[src/rtl/smg_bin2bcd.sv]
`default_nettype none
// ============================================================================
// Module      : smg_bin2bcd
// Description : Sequential 20-bit binary to 6-digit packed BCD converter using
//               shift-and-add-3 (double dabble), one bit per clock. Feeds the
//               six-digit seven-segment display path. Inputs above 999999
//               saturate the display value to 999999 and raise Over_Sig.
//
// Ports       : CLK        in   system clock, rising-edge active
//               RSTn       in   asynchronous active-low reset
//               Start_Sig  in   conversion request, sampled only when idle
//               Bin_Data   in   20-bit unsigned value, captured on accept
//               Number_Sig out  packed BCD result, [23:20] = most significant
//               Done_Sig   out  one-cycle pulse when Number_Sig is updated
//               Busy_Sig   out  high while a conversion is in progress
//               Over_Sig   out  last converted input exceeded 999999
//
// Revision    : 1.0  initial release
// ============================================================================
module smg_bin2bcd (
    input  logic        CLK,
    input  logic        RSTn,
    input  logic        Start_Sig,
    input  logic [19:0] Bin_Data,
    output logic [23:0] Number_Sig,
    output logic        Done_Sig,
    output logic        Busy_Sig,
    output logic        Over_Sig
);

    localparam logic [19:0] c_MAX_DEC  = 20'd999999;
    localparam logic [4:0]  c_LAST_CNT = 5'd19;
    localparam logic [23:0] c_SAT_BCD  = 24'h999999;

    typedef enum logic [0:0] {
        S_IDLE  = 1'b0,
        S_SHIFT = 1'b1
    } state_t;

    state_t      r_state, w_state_nxt;
    logic [4:0]  r_cnt,   w_cnt_nxt;
    logic [19:0] r_bin,   w_bin_nxt;
    logic [23:0] r_acc,   w_acc_nxt;
    logic        r_ovf,   w_ovf_nxt;
    logic [23:0] w_num_nxt;
    logic        w_done_nxt;
    logic        w_busy_nxt;
    logic        w_over_nxt;

    logic [23:0] w_acc_adj;    // accumulator after add-3 correction
    logic [23:0] w_acc_shift;  // accumulator after the 1-bit shift
    logic        w_acc_carry;  // bit shifted out of the top digit

    // Add-3 correction on every BCD nibble that is 5 or more, so that the
    // following doubling carries correctly into the next decimal digit.
    for (genvar gi = 0; gi < 6; gi++) begin : g_digit
        assign w_acc_adj[gi*4 +: 4] = (r_acc[gi*4 +: 4] >= 4'd5)
                                    ? r_acc[gi*4 +: 4] + 4'd3
                                    : r_acc[gi*4 +: 4];
    end

    assign {w_acc_carry, w_acc_shift} = {w_acc_adj, r_bin[19]};

    // Next-state and next-output logic
    always_comb begin
        w_state_nxt = r_state;
        w_cnt_nxt   = r_cnt;
        w_bin_nxt   = r_bin;
        w_acc_nxt   = r_acc;
        w_ovf_nxt   = r_ovf;
        w_num_nxt   = Number_Sig;
        w_over_nxt  = Over_Sig;
        w_done_nxt  = 1'b0;

        case (r_state)
            S_IDLE: begin
                if (Start_Sig) begin
                    w_state_nxt = S_SHIFT;
                    w_bin_nxt   = Bin_Data;
                    w_acc_nxt   = 24'h000000;
                    w_cnt_nxt   = 5'd0;
                    w_ovf_nxt   = (Bin_Data > c_MAX_DEC);
                end
            end
            S_SHIFT: begin
                w_acc_nxt = w_acc_shift;
                w_bin_nxt = {r_bin[18:0], 1'b0};
                w_cnt_nxt = r_cnt + 5'd1;
                // A carry out of the top digit can only happen for values of
                // 1000000 or more, which the compare already flagged; folding
                // it in keeps the flag sticky and self-consistent.
                w_ovf_nxt = r_ovf | w_acc_carry;
                if (r_cnt == c_LAST_CNT) begin
                    w_state_nxt = S_IDLE;
                    w_num_nxt   = w_ovf_nxt ? c_SAT_BCD : w_acc_shift;
                    w_over_nxt  = w_ovf_nxt;
                    w_done_nxt  = 1'b1;
                end
            end
        endcase

        w_busy_nxt = (w_state_nxt == S_SHIFT);
    end

    // State and output registers
    always_ff @(posedge CLK or negedge RSTn) begin
        if (!RSTn) begin
            r_state    <= S_IDLE;
            r_cnt      <= 5'd0;
            r_bin      <= 20'd0;
            r_acc      <= 24'h000000;
            r_ovf      <= 1'b0;
            Number_Sig <= 24'h000000;
            Done_Sig   <= 1'b0;
            Busy_Sig   <= 1'b0;
            Over_Sig   <= 1'b0;
        end else begin
            r_state    <= w_state_nxt;
            r_cnt      <= w_cnt_nxt;
            r_bin      <= w_bin_nxt;
            r_acc      <= w_acc_nxt;
            r_ovf      <= w_ovf_nxt;
            Number_Sig <= w_num_nxt;
            Done_Sig   <= w_done_nxt;
            Busy_Sig   <= w_busy_nxt;
            Over_Sig   <= w_over_nxt;
        end
    end

endmodule
`default_nettype wire

[config.mk]
export PLATFORM = sky130hd
export DESIGN_NAME = smg_bin2bcd
export DESIGN_NICKNAME = d
export VERILOG_FILES = /design/src/rtl/smg_bin2bcd.sv
export SDC_FILE = /design/constraint.sdc
export NUM_CORES = 1
export LEC_CHECK = 0
export CAP_MARGIN = 20
export CORE_MARGIN = 2
export CORE_UTILIZATION = 40
export DETAILED_ROUTE_END_ITERATION = 16
export PLACE_DENSITY = 0.6
export SYNTH_ARGS = -nofsm -noshare
export SYNTH_HDL_FRONTEND = slang
export SYNTH_SLANG_ARGS = --single-unit
[constraint.sdc]
create_clock -name CLK -period 1.8 [get_ports CLK]
set_clock_uncertainty 0.05 [all_clocks]
set_input_delay 0.18 -clock CLK [delete_from_list [all_inputs] [get_ports CLK]]
set_output_delay 0.18 -clock CLK [all_outputs]
set_load 0.02 [all_outputs]
==> results.yml, run 1 <==
cells_and_area:
  drive_gt1_frac: 0.168
  finish.utilization: 0.531
  fill_cells: 844
  seqCellArea_mm2: 0.00193
  diodes: 0
  final_area_mm2: 0.00490
  multiInputGateArea_mm2: 0.00175
  syn_to_final_growth_pct: 29.3
  nets: 467
logic_synthesis:
  synth_top_family_by_area: "multiplexers"
  async_flop_share: 1.00
  synthAdderAreaFrac: 0.0429
  synth_xor_area_frac: 0.0139
  synthTopCellsByCount: "dfrtp_1, nand2_1, mux2i_1"
  synth_nets: 400
  synth-edff-count: 0
  synthMuxAreaShare: 0.142
  yosysTopAreaCell: "dfrtp_1"
  synthCells: 364
  synth_top_area_frac: 0.508
  netlist_area_mm2: 0.00379
  synth_warnings: 0
  synth-seq-cells: 77
  ys.flop_type: "dfrtp_1"
  synth.most_common_cell: "dfrtp_1"
  synth.avg_cell_area_um2: 10.4
  synth-simple-area-share: 0.126
  synth.area.top_cells: "dfrtp_1, mux2i_1, nand2_1, ha_1, o21ai_0"
  synth.distinct_cells: 34
  synth_compound_area_frac: 0.123
  ys_seq_area_frac: 0.508
setup_path:
  cp.arrival_ns: 1.93
  start_kind: "register"
  cpPeakStageDelay_ns: 0.42
  r2r-start: "r_acc[4]"
  slowest_stage: "dfrtp_1"
  rr_worst_depth: 6
  path_cells: "inv_1 -> ha_2 -> nand2b_1 -> a21oi_2 -> mux2_2 -> o31ai_2"
  critPathKind: "register to register"
  r2r_end: "Number_Sig[6]"
  endpoint_kind: "register"
  reg2reg_slack_ns: 0.08
  crit_required_ns: 2.01
  cp_max_fo: 4
floorplanning:
  fp.dieW_um: 101
  die-area_mm2: 0.0103
  num_rows: 35
  die_h_um: 101
  io_pins: 50
  core_area_mm2: 0.00924
  floorplan.initialDensity: 0.411
sta:
  slew_headroom: 0.693
  slew_violations: 0
  finalSetupTns_ns: 0
  hold_ws_ns: 0.228
  hold_violations: 0
  timing.final.crit_share: 0.953
  tightestPinTransition_ns: 0.460
  setup_violations: 0
  period_needed_ns: 1.72
  max_freq_ghz: 0.583
global_routing:
  gr-total-overflow: 0
  antenna_found_initial: 0
  grt_pass1_vias: 2794
  grt_max_degree: 65
  grt_pass1_wl_mm: 13.6
  grt_usage: 0.169
clock_tree:
  path_clk_slew_ns: 0.08
  cts_tree: "built"
  numCtsBuffers: 9
  root_buffer: "clkbuf_8"
  cts-htree-levels: 3
  cts.path.max_buffers: 2
  clock_sinks: 77
  clk_latency_ns: 0.35
power_and_ir_drop:
  powerDensity_mw_per_mm2: 1750
  leakagePower_uw: 0.00228
  total_power_uw: 8600
  vdd_ir_drop_max_uv: 542
route:
  top_layer: "met4"
  vias_per_cell: 5.06
  detail_route.wl_per_cell_um: 14.1
  dr.pass1.iters: 5
  ant_nets: 0
  vias: 2853
  route.detailed.drc: 0
  routed_wl_mm: 7.96
  wl_met2_mm: 3.83
  first_iter_violations: 69
  wl_met1_mm: 3.78
  wl_met3_um: 274
placed_design:
  place_hpwl_mm: 5.54
  placedInstanceArea_mm2: 0.00456
  gp_congestion: 0.789
  portBuffers: 49
flow_run:
  maxCapViolCount: 0
run_status:
  status: "completed"
worst_hold_path:
  hp-class: "input pin to asynchronous set/reset pin"
==> layout by cell type (no fill, tap or decap), types with 4 or more instances in the layout <==
cell             count
a21oi_1             15
a21oi_2              6
a31oi_1             11
buf_12               5
buf_4               22
clkbuf_8            11
clkdlybuf4s50_1     48
dfrtp_1             76
ha_1                 9
ha_2                 4
inv_1               10
inv_2                4
mux2_2               5
mux2i_1             47
nand2_1             60
nand2b_1             6
nor2_1              16
nor3b_1             10
o21ai_0             26
o31ai_1              6
o31ai_2              8
xnor2_1              6
==> power by group <==
part           leakage [uW]  switching, uW  internal, uW
logic               0.00119           2010          1940
clock network      0.000125            634           988
registers          0.000964            552          2480
total               0.00228           3200          5400
==> cells by family after synthesis <==
logic type,Yosys count
AND/OR/NAND/NOR,104
AO/OA/AOI/OAI,76
adder cells (fa/ha/maj),13
multiplexers,53
XOR/XNOR,6
flip-flops,77
buffers and inverters,35
==> sequential cells by signal, summed over array words and instances (netlist names) <==
| signal | count |
|---|---|
| Done_Sig | 1 |
| Number_Sig | 24 |
| Over_Sig | 1 |
| r_acc | 24 |
| r_bin | 20 |
| r_cnt | 5 |
| r_ovf | 1 |
| r_state | 1 |
==> area by class of cell <==
type	count	share of cell area
Timing Repair Buffer	76	0.154
Clock inverter	4	0.0194
Clock buffer	11	0.0309
Sequential cell	77	0.393
Inverter	15	0.0125
Multi-Input combinational cell	252	0.357
Tap cell	129	0.0329
==> repair_timing <==
| item | CTS | global route |
|---|---|---|
| buffers inserted | 0 | 5 |
| hold buffers | 1 | 0 |
| endpoints found under the setup margin | 2 | 18 |
| pin swaps | 0 | 4 |
| gates resized for setup | 2 | 16 |
| endpoints found under the hold margin | 52 | 0 |
==> how the worst max path moves through the flow <==
stage,cells past startpoint,start,end,slack [ns]
finish,6,r_acc[4],Number_Sig[6],0.08
global route,6,r_acc[1],Number_Sig[2],-0.04
CTS,6,r_acc[4],Number_Sig[6],0.009
detailed placement,6,r_acc[20],Number_Sig[22],-0.02
global placement,6,r_acc[4],Number_Sig[6],0.08
floorplan,6,r_cnt[0],Number_Sig[10],0.10
==> critical path: cells and delay by family (launching register included) <==
family / cells / cell delay [ns]
adder cells (fa/ha/maj): 1 / 0.19
flip-flops: 1 / 0.42
AO/OA/AOI/OAI: 2 / 0.39
AND/OR/NAND/NOR: 1 / 0.08
multiplexers: 1 / 0.40
buffers and inverters: 1 / 0.10
==> metrics by stage <==
step / setup slack [ns] / cells
finish: 0.0850 / 564
CTS: 0.00856 / 559
detailed placement: -0.0201 / 543
global route: -0.0354 / 564
floorplan: 0.105 / 364
global placement: 0.0788 / 543
==> per-layer routing <==
layer,vias up,GRT usage
met5,-,0
li1,1399,-
met1,1385,0.223
met4,0,0.0696
met2,63,0.273
met3,6,0.0331
Power figures use the tool's default switching activity.
==> inputs of run 2 (changes only) <==
- CORE_UTILIZATION: 40 -> 55
- PLACE_DENSITY: 0.6 -> 0.79
==> results.yml, run 2 (same netlist as run 1, synthesis figures left out) <==
run_status:
  status: "completed"
setup_path:
  cp.depth: 6
  r2r-start: "r_acc[20]"
  cp_max_fo: 10
  critPathKind: "register to register"
  cp.arrival_ns: 1.98
  start_kind: "register"
  path_cells: "ha_1 -> nand2b_1 -> o2111ai_1 -> nand2_1 -> buf_4 -> o31ai_1"
  slowest_stage: "dfrtp_1"
  r2r_end: "Number_Sig[5]"
  endpoint_kind: "register"
  cp_top_family: "flip-flops"
  reg2reg_slack_ns: 0.006
  cpPeakStageDelay_ns: 0.43
  crit_required_ns: 1.99
  rr_worst_depth: 6
  crit_end: "Number_Sig[5]"
  critPathLaunch: "r_acc[20]"
  critPathBufInv: 1
power_and_ir_drop:
  total_power_uw: 8310
  leakagePower_uw: 0.00223
  powerDensity_mw_per_mm2: 1750
  vdd_ir_drop_max_uv: 644
route:
  detail_route.wl_per_cell_um: 15.9
  vias: 2943
  routed_wl_mm: 8.22
  ant_nets: 0
  vias_per_cell: 5.70
  route.detailed.drc: 0
  dr.pass1.iters: 4
  first_iter_violations: 146
clock_tree:
  path_clk_slew_ns: 0.08
  cts_tree: "built"
  cts.path.max_buffers: 2
  cts-htree-levels: 3
  numCtsBuffers: 9
  clk_latency_ns: 0.35
  clock_sinks: 77
  root_buffer: "clkbuf_8"
global_routing:
  antenna_found_initial: 0
  grt_max_degree: 75
  grt_pass1_wl_mm: 13.7
  gr-total-overflow: 0
  grt_pass1_vias: 2941
  grt_usage: 0.232
worst_hold_path:
  hp-class: "input pin to asynchronous set/reset pin"
sta:
  period_needed_ns: 1.79
  timing.final.crit_share: 0.997
  finalWorstSetupSlack_ns: 0.00599
  setup_violations: 0
  max_freq_ghz: 0.557
  slew_headroom: 0.716
  tightestPinTransition_ns: 0.426
  hold_ws_ns: 0.250
  hold_violations: 0
  slew_violations: 0
cells_and_area:
  finish.utilization: 0.706
  final_area_mm2: 0.00474
  multiInputGateArea_mm2: 0.00175
  diodes: 0
  nets: 467
  seqCellArea_mm2: 0.00193
  final_common_cell: "dfrtp_1"
  drive_gt1_frac: 0.174
  final_cell_mix: "dfrtp_1, nand2_1, clkdlybuf4s50_1"
  reg_top3: "Number_Sig x24, r_acc x24, r_bin x20"
  syn_to_final_growth_pct: 25.0
  fill_cells: 511
floorplanning:
  floorplan.initialDensity: 0.565
  core_area_mm2: 0.00672
  fp.dieW_um: 87.1
  io_pins: 50
  num_rows: 30
  die-area_mm2: 0.00758
  die_h_um: 87.1
placed_design:
  gp_congestion: 0.763
  place_hpwl_mm: 5.52
  placedInstanceArea_mm2: 0.00443
  post-place-ws_ns: -0.0385
  portBuffers: 49
flow_run:
  maxCapViolCount: 0
==> run 2: cell types whose count changed in the layout (fill, tap and decap cells not counted), sizes merged <==
| cell | change |
|---|---|
| clkinv | +2 |
| bufinv | -3 |
| clkinvlp | +1 |
| clkbuf | +1 |
==> run 2: how the worst min path moves through the flow <==
stage | endpoint | startpoint | cells after the start | slack (ns)
2_1_floorplan | Done_Sig | RSTn | 0 | -0.17
3_3_place_gp | r_acc[15] | RSTn | 1 | 0.09
3_5_place_dp | r_acc[15] | RSTn | 1 | 0.1
4_1_cts | r_acc[15] | RSTn | 2 | 0.26
5_1_grt | r_acc[15] | RSTn | 2 | 0.28
6_report | r_acc[15] | RSTn | 2 | 0.25
==> run 2: worst register-to-register path: cells and delay by family (launching register included) <==
family          cells  cell delay (ns)
flops               1             0.43
compound gates      2             0.41
simple gates        2             0.35
buf+inv             1             0.22
fa+ha+maj           1             0.23
==> run 2: report_power, final <==
| group | total (uW) | leakage [uW] | internal, uW | switching [uW] |
|---|---|---|---|---|
| combinational | 4050 | 0.00117 | 1960 | 2100 |
| sequential | 3070 | 0.000964 | 2480 | 595 |
| clock | 1180 | 0.0000921 | 569 | 614 |
| total | 8310 | 0.00223 | 5010 | 3310 |
==> run 2: cell type report <==
| class | instances | area share |
|---|---|---|
| clock buffer | 12 | 0.0327 |
| multi-input combinational | 252 | 0.370 |
| timing repair buffer | 76 | 0.152 |
| tap | 80 | 0.0211 |
| inverter | 15 | 0.0129 |
| sequential | 77 | 0.406 |
| clock inverter | 4 | 0.00475 |
==> run 2: metal layers <==
metal	track usage	wire, um	share of wire	vias to the layer above
met3	0.0427	413	0.050	15
met5	0	0	0	-
met4	0.0810	130	0.016	0
met1	0.293	3630	0.44	1440
met2	0.399	4050	0.49	86
li1	-	-	-	1402
==> run 2: what timing repair did <==
item	4_1_cts	5_1_grt
hold endpoints to repair	29	0
pin swaps	1	6
gates resized for setup	5	18
endpoints found under the setup margin	4	26
hold buffers	1	0
buffers inserted	0	8
==> run 2: per-stage QoR <==
| stage | setup TNS [ns] | cells |
|---|---|---|
| 2_1_floorplan | 0 | 364 |
| 3_3_place_gp | 0 | 491 |
| 3_5_place_dp | -0.0385 | 491 |
| 4_1_cts | 0 | 508 |
| 5_1_grt | -0.108 | 516 |
| 6_report | 0 | 516 |
==> inputs of run 3 (changes only) <==
- clock period: 1.8 -> 1.7 ns (I/O delays scaled with it)
==> results.yml, run 3 (same netlist as run 1, synthesis figures left out) <==
floorplanning:
  die_h_um: 87.1
  io_pins: 50
  floorplan.initialDensity: 0.565
  core_area_mm2: 0.00672
  die-area_mm2: 0.00758
  num_rows: 30
  fp.dieW_um: 87.1
global_routing:
  grt_usage: 0.230
  grt_max_degree: 63
  gr-total-overflow: 0
  grt_pass1_wl_mm: 13.3
  grt_pass1_vias: 2813
  antenna_found_initial: 0
clock_tree:
  clock_sinks: 77
  cts-htree-levels: 3
  path_clk_slew_ns: 0.08
  cts_tree: "built"
  root_buffer: "clkbuf_8"
  cts.path.max_buffers: 2
  clk_latency_ns: 0.36
  numCtsBuffers: 9
power_and_ir_drop:
  leakagePower_uw: 0.00235
  vdd_ir_drop_max_uv: 1170
  powerDensity_mw_per_mm2: 1960
run_status:
  status: "completed"
route:
  vias_per_cell: 5.50
  vias: 2890
  ant_nets: 0
  routed_wl_mm: 8.24
  detail_route.wl_per_cell_um: 15.7
  first_iter_violations: 161
  dr.pass1.iters: 4
  route.detailed.drc: 0
setup_path:
  crit_required_ns: 1.92
  endpoint_kind: "register"
  start_kind: "register"
  cp_max_fo: 19
  cp.arrival_ns: 1.92
  critPathKind: "register to register"
sta:
  finalSetupTns_ns: 0
  grt_setup_unrepaired: "yes"
  timing.final.crit_share: 0.999
  period_needed_ns: 1.70
  slew_headroom: 0.749
  tightestPinTransition_ns: 0.376
  max_freq_ghz: 0.589
  hold_ws_ns: 0.220
  slew_violations: 0
  hold_violations: 0
  setup_violations: 0
cells_and_area:
  nets: 477
  final_common_cell: "dfrtp_1"
  reg_top3: "Number_Sig x24, r_acc x24, r_bin x20"
  syn_to_final_growth_pct: 31.8
  drive_gt1_frac: 0.220
  diodes: 0
  final_cell_mix: "dfrtp_1, nand2_1, mux2i_1, clkdlybuf4s50_1, buf_4"
flow_run:
  maxCapViolCount: 0
placed_design:
  place_hpwl_mm: 5.41
  gp_congestion: 0.792
  portBuffers: 49
worst_hold_path:
  hp-class: "input pin to asynchronous set/reset pin"
## run 3: power breakdown
part,switching [uW],internal [uW],total [uW]
Combinational,2370,2420,4790
Sequential,640,2620,3270
Clock,675,1050,1720
Total,3690,6090,9780
## run 3: final timing paths
| kind | startpoint | endpoint | slack, ns | cells after the start |
|---|---|---|---|---|
| setup / recovery | r_cnt[1] | Number_Sig[10] | 0.002 | 5 |
| hold / removal | RSTn | Number_Sig[18] | 0.22 | 2 |
| setup reg to reg | r_cnt[1] | Number_Sig[10] | 0.002 | 5 |
| hold reg to reg | r_cnt[4] | r_cnt[4] | 0.42 | 1 |
| max in group asynchronous | RSTn | r_acc[18] | 0.80 | 3 |
| min in group CLK | Bin_Data[0] | r_bin[0] | 0.37 | 3 |
## run 3: cell type report
| type | count | area [um2] |
|---|---|---|
| sequential | 77 | 1930 |
| tap | 80 | 100 |
| timing repair buffer | 86 | 817 |
| inverter | 15 | 61.3 |
| fill | 459 | 1720 |
| multi-input combinational | 252 | 1850 |
| clock buffer | 11 | 151 |
| clock inverter | 4 | 95.1 |
## run 3: timing repair
action                                  in CTS  in global routing
endpoints found under the setup margin      16                 27
setup buffers                                4                  6
pin swaps                                    2                  6
gates resized for setup                     16                 29
hold endpoints to repair                    26                  0
hold buffers                                 1                  0
## run 3: worst max-delay path: stages (launching register included)
cell and delay, ns:
dfrtp_1 0.37, ha_2 0.19, nand3b_1 0.11, or3b_4 0.45, buf_12 0.18, o31ai_2 0.25
## run 3: per-layer routing
metal  up-vias  share of wire  track usage
met1      1374           0.46        0.298
met3        13          0.047       0.0692
li1       1420              -            -
met5         -              0            0
met4         0          0.013       0.0724
met2        83           0.48        0.373
## run 3: metrics by stage
stage                     cell area, um2  instances  setup WS, ns  total power (uW)  utilization
after floorplan                     3790        364       0.00473              5770            -
after global placement              4510        499      -0.00200              7130        0.671
after detailed placement            4510        499        -0.101              7360        0.671
after CTS                           4840        519       0.00248              9290        0.721
after global routing                5000        525       -0.0816             10400        0.744
final                               5000        525       0.00155              9780        0.744
